File: src/rtl/pipe_fetch_pkg.sv
// Shared definitions for the IF stage of the pipelined MIPS core.
// Contents:
//   PCS_*            next-PC select encodings driven by decode (pcsource)
//   fetch_state_e    instruction-memory handshake state
//   NOP_WORD         sll $0,$0,0, the word presented to decode on a bubble
//   word_align()     forces the two byte-offset bits of an address to zero
package pipe_fetch_pkg;

  localparam logic [1:0] PCS_SEQ = 2'b00;
  localparam logic [1:0] PCS_BR  = 2'b01;
  localparam logic [1:0] PCS_JR  = 2'b10;
  localparam logic [1:0] PCS_J   = 2'b11;

  typedef enum logic [1:0] {
    ST_IDLE = 2'b00,
    ST_WAIT = 2'b01,
    ST_DROP = 2'b10
  } fetch_state_e;

  localparam logic [31:0] NOP_WORD = 32'h0000_0000;

  function automatic logic [31:0] word_align(input logic [31:0] a);
    return a & 32'hFFFF_FFFC;
  endfunction

endpackage

File: src/rtl/pipe_fetch_skid.sv
// fetch_skid: one-entry holding buffer for an instruction that returns from
// memory while decode is stalled. Stores the word and its pc+4.
// Ports:
//   clock, reset       clock and async active-high reset (clears full only)
//   load               capture in_inst/in_pc4, set full
//   clear              discard contents (redirect), wins over load/drain
//   drain              contents consumed by decode this cycle
//   in_inst, in_pc4    word and its pc+4 to capture
//   full               buffer holds a valid entry
//   inst, pc4          held entry
module fetch_skid (
  input  logic        clock,
  input  logic        reset,
  input  logic        load,
  input  logic        clear,
  input  logic        drain,
  input  logic [31:0] in_inst,
  input  logic [31:0] in_pc4,
  output logic        full,
  output logic [31:0] inst,
  output logic [31:0] pc4
);

  always_ff @(posedge clock or posedge reset) begin
    if (reset) begin
      full <= 1'b0;
    end else if (clear) begin
      full <= 1'b0;
    end else if (load) begin
      full <= 1'b1;
    end else if (drain) begin
      full <= 1'b0;
    end
  end

  // Payload is qualified by full, so it carries no reset.
  always_ff @(posedge clock) begin
    if (load && !clear) begin
      inst <= in_inst;
      pc4  <= in_pc4;
    end
  end

endmodule

File: src/rtl/pipe_fetch.sv
// pipe_fetch: IF stage. Owns the PC, fetches from a variable-latency
// instruction memory (req/ready, then in-order rvalid, at most one request
// outstanding) and drives the IF/ID register into decode.
// Ports:
//   clock, reset                  clock, async active-high reset
//   pcsource, bpc, jpc, jra       next-PC select and targets from decode
//   wpcir                         1 = advance, 0 = load-use stall
//   imem_req/addr/ready           request handshake (addr = pc)
//   imem_rvalid/rdata             returned instruction
//   pc                            current fetch PC
//   dpc4, inst, dvalid            IF/ID register
module pipe_fetch
  import pipe_fetch_pkg::*;
#(
  parameter logic [31:0] RESET_PC = 32'h0000_0000,
  parameter logic [31:0] NOP_INST = NOP_WORD
) (
  input  logic        clock,
  input  logic        reset,
  input  logic [1:0]  pcsource,
  input  logic [31:0] bpc,
  input  logic [31:0] jpc,
  input  logic [31:0] jra,
  input  logic        wpcir,
  output logic        imem_req,
  output logic [31:0] imem_addr,
  input  logic        imem_ready,
  input  logic        imem_rvalid,
  input  logic [31:0] imem_rdata,
  output logic [31:0] pc,
  output logic [31:0] dpc4,
  output logic [31:0] inst,
  output logic        dvalid
);

  fetch_state_e state_q, state_d;
  logic         accept;
  logic         redirect;
  logic         resp;
  logic [31:0]  target;
  logic         sk_full;
  logic [31:0]  sk_inst;
  logic [31:0]  sk_pc4;

  // Request is held off while reset is asserted and while a stalled word
  // sits in the skid, so no more than one instruction is ever prefetched.
  assign imem_req  = (state_q == ST_IDLE) && !sk_full && !reset;
  assign imem_addr = pc;
  assign accept    = imem_req && imem_ready;
  // Only a real instruction in ID may redirect; bubbles carry stale pcsource.
  assign redirect  = wpcir && dvalid && (pcsource != PCS_SEQ);
  assign resp      = (state_q == ST_WAIT) && imem_rvalid;

  always_comb begin
    target = pc;
    case (pcsource)
      PCS_BR:  target = word_align(bpc);
      PCS_JR:  target = word_align(jra);
      PCS_J:   target = word_align(jpc);
      default: target = pc;
    endcase
  end

  // pc already advanced on accept, so while WAITing it equals the pc+4 of
  // the outstanding request.
  fetch_skid u_skid (
    .clock   (clock),
    .reset   (reset),
    .load    (resp && !wpcir),
    .clear   (redirect),
    .drain   (wpcir && sk_full),
    .in_inst (imem_rdata),
    .in_pc4  (pc),
    .full    (sk_full),
    .inst    (sk_inst),
    .pc4     (sk_pc4)
  );

  always_comb begin
    state_d = state_q;
    case (state_q)
      ST_IDLE: if (accept) state_d = redirect ? ST_DROP : ST_WAIT;
      ST_WAIT: begin
        // A word arriving with a redirect is stale; it is simply not used.
        if (imem_rvalid)   state_d = ST_IDLE;
        else if (redirect) state_d = ST_DROP;
      end
      ST_DROP: if (imem_rvalid) state_d = ST_IDLE;
      default: state_d = ST_IDLE;
    endcase
  end

  always_ff @(posedge clock or posedge reset) begin
    if (reset) begin
      state_q <= ST_IDLE;
      pc      <= word_align(RESET_PC);
    end else begin
      state_q <= state_d;
      if (redirect)    pc <= target;
      else if (accept) pc <= pc + 32'd4;
    end
  end

  // ---- IF/ID boundary ----
  always_ff @(posedge clock or posedge reset) begin
    if (reset) begin
      dpc4   <= 32'h0;
      inst   <= NOP_INST;
      dvalid <= 1'b0;
    end else if (redirect) begin
      inst   <= NOP_INST;
      dvalid <= 1'b0;
    end else if (wpcir) begin
      if (sk_full) begin
        inst   <= sk_inst;
        dpc4   <= sk_pc4;
        dvalid <= 1'b1;
      end else if (resp) begin
        inst   <= imem_rdata;
        dpc4   <= pc;
        dvalid <= 1'b1;
      end else begin
        inst   <= NOP_INST;
        dvalid <= 1'b0;
      end
    end
  end

endmodule

File: config.mk
export PLATFORM = sky130hd
export DESIGN_NAME = pipe_fetch
export DESIGN_NICKNAME = d
export VERILOG_FILES = /design/src/rtl/pipe_fetch_pkg.sv /design/src/rtl/pipe_fetch_skid.sv /design/src/rtl/pipe_fetch.sv
export SDC_FILE = /design/constraint.sdc
export NUM_CORES = 1
export LEC_CHECK = 0
export CAP_MARGIN = 10
export CORE_MARGIN = 1.5
export CORE_UTILIZATION = 45
export CTS_CLUSTER_DIAMETER = 80
export CTS_CLUSTER_SIZE = 25
export DETAILED_ROUTE_END_ITERATION = 10
export GPL_TIMING_DRIVEN = 0
export PLACE_DENSITY = 0.92
export SYNTH_ARGS = -nofsm -noshare
export SYNTH_HDL_FRONTEND = slang
export SYNTH_SLANG_ARGS = --single-unit
File: constraint.sdc
create_clock -name clock -period 5.1 [get_ports clock]
set_clock_uncertainty 0.1 [all_clocks]
set_input_delay 1.02 -clock clock [delete_from_list [all_inputs] [get_ports clock]]
set_output_delay 1.02 -clock clock [all_outputs]
set_load 0.03 [all_outputs]
==> reports/results.tsv <==
metric	value	unit
hold path start	dpc4[2]	
CP Class	input pin to output pin	
setup bufs post-CTS	0	
CP Launch Type	input pin	
CTS tree	built	
proportion of layout cells with a drive suffix above 1	8.51	%
actual slew at the worst max-slew pin	0.896	ns
initial DRC count	413	
critical path peak fanout	6	
DRC	0	
Worst slew margin	40.3	%
# setup viols final	0	
async set-or-reset flop fraction in the synthesized netlist	60.8	%
largest net degree at the start of global routing	67	
Worst Path Required	3.98	ns
IO buf count	250	
first-pass GRT wire length	33.2	mm
Antenna Nets Post-Route	0	
YS warnings	0	
Final nets	1040	
Peak supply drop	0.000372	V
run status	completed	
Tcrit/Tclk final	81.3	%
grt ovf	0	
latest clock arrival within the worst-skew pair	0.43	ns
Avg Cell Area, Syn	11.7	µm²
most frequent cells in the layout	clkdlybuf4s50_1 (250), dfrtp_1 (96), nand2_1 (66), edfxtp_1 (62), mux2i_1 (61)	
Netlist cell types	41	
root buffer cell	clkbuf_16	
detailed placement HPWL	16.1	mm
RSZ-0062 raised after global routing	no	
Post-synth EDFFs	62	
most common cell after layout, fill and taps aside	clkdlybuf4s50_1	
worst path arrival time	3.03	ns
CP Launch Point	reset	
Die Wd	131	µm
non-filler instance count after layout	1133	
RR Startpoint	u_skid.full	
hold buffer count at cts	0	
die height	131	µm
initial antenna violation count	0	
TritonRoute pass-1 iters	5	
CTS Sinks	158	
Fin Setup TNS	0	ns
vias in the first global route	6146	
Max Freq	241	MHz
DR vias/cell	5.45	
Initial Util	46.1	%
Max-Cap Viols	0	
Cells after Synth	627	
row cnt	46	
# IOs	265	
cells resized by post-CTS repair	0	
sequential element share of the synthesized area	58.2	%
Wirelength per Cell	19.6	µm
DR vias	6180	
register bit count reported by yosys	158	
Worst Hold Class	flop to flop	
diode count	0	
GRT Total Usage	26.2	%
Area Overhead vs Synth	48.2	%
Final Slew Violations	0	
leakage	4.20	nW
Post-Syn Area	7330	µm²
total CTS buffers	17	
Routed Wire Length	22.2	mm
Worst-path clk slew	0.06	ns
endpoint class of the critical path	output pin	
Die Area	17100	µm²
Core Area	15900	µm²
reg-to-reg setup timing slack	2.66	ns
fin crit period	4.15	ns
global placement routability congestion	0.801	
hold violation total from the final report	0	
Max Root-Sink Buffers	2	
Power Dens Cells	545	nW/µm²
prevailing post-synth register cell	dfrtp_1	
H-tree level count	4	
DP Cell Count	1101	
-- registers in the layout (all words and copies together) (netlist names) --
signal,flops
inst,32
u_skid.inst,32
dpc4,30
imem_addr,30
u_skid.pc4,30
state_q,2
dvalid,1
u_skid.full,1
-- power breakdown --
part	internal (W)	total, W	switching, W	leakage, nW
logic	0.00111	0.00252	0.00140	2.10
registers	0.00166	0.00203	0.000369	1.80
clock network	0.000871	0.00138	0.000507	0.304
total	0.00364	0.00592	0.00228	4.20
-- synthesized netlist by cell type (3+ instances only) --
library cell  number  share of area [%]
o2bb2ai_1         32                3.8
buf_4             37                3.8
nand4_1           17                1.5
edfxtp_1          62                 25
nand3_1            9               0.61
clkbuf_1          37                1.9
dfrtp_1           96                 33
a21oi_1            5               0.34
o211ai_1          26                2.7
inv_1              6               0.31
nand2_1           66                3.4
xnor2_1            6               0.72
o21ai_0           42                2.9
nor2_1            13               0.67
a22oi_1           32                3.3
buf_1              3               0.15
xor2_1            22                2.6
and3_1             7               0.60
and2_1             5               0.43
o21ai_1           17                1.2
mux2i_1           61                8.3
-- stage by stage --
step / area (µm²) / total power (W) / utilization, % / setup slack (ns) / hold slack [ns]
3_3_place_gp: 10100 / 0.00446 / 63.7 / -1.12 / 0.360
3_5_place_dp: 10200 / 0.00454 / 64.3 / 0.973 / 0.370
2_1_floorplan: 7350 / 0.00339 / - / 0.843 / 0.409
4_1_cts: 10900 / 0.00594 / 68.4 / 0.963 / 0.383
5_1_grt: 10900 / 0.00617 / 68.4 / 0.885 / 0.401
6_report: 10900 / 0.00592 / 68.4 / 0.953 / 0.381
-- worst paths after layout --
| check | to | depth (start not counted) |
|---|---|---|
| max in group asynchronous | dpc4[23] | 3 |
| worst min register to register | dpc4[2] | 2 |
| worst max-delay path | imem_req | 5 |
| min in group asynchronous | inst[12] | 2 |
| worst max register to register | imem_addr[19] | 7 |
| worst min-delay path | dpc4[2] | 2 |
-- final cells by class --
cell class,instances,area (µm²)
clock inverters,13,213
clock buffers,19,433
plain buffers,79,438
fillers,1157,5030
repair buffers,253,2580
well taps,216,270
inverters,7,28.8
flip-flops and latches,158,4260
multi-input cells,388,2630
-- critical path, cell delays in order --
cell	delay, ns
clkdlybuf4s50_1	0.46
or4_1	0.56
buf_2	0.20
inv_1	0.10
clkdlybuf4s50_1	0.68
-- per-layer routing --
layer	global-route usage (%)	part of all wire (%)	vias to the layer above
met5	0	0	-
met4	12.3	3.1	0
met3	5.42	5.8	47
met2	43.6	51	263
met1	33.1	41	3047
li1	-	-	2823
-- cells by family after synthesis --
logic type      after synthesis  share of synthesized area (%)
compound gates              162                           14.9
simple gates                130                           8.67
buf+inv                      86                           6.33
xor+xnor                     28                           3.35
flops                       158                           58.2
mux                          61                           8.33
other cells                   1                         0.0512
fa+ha+maj                     1                          0.171
(Power assumes the default switching activity.)
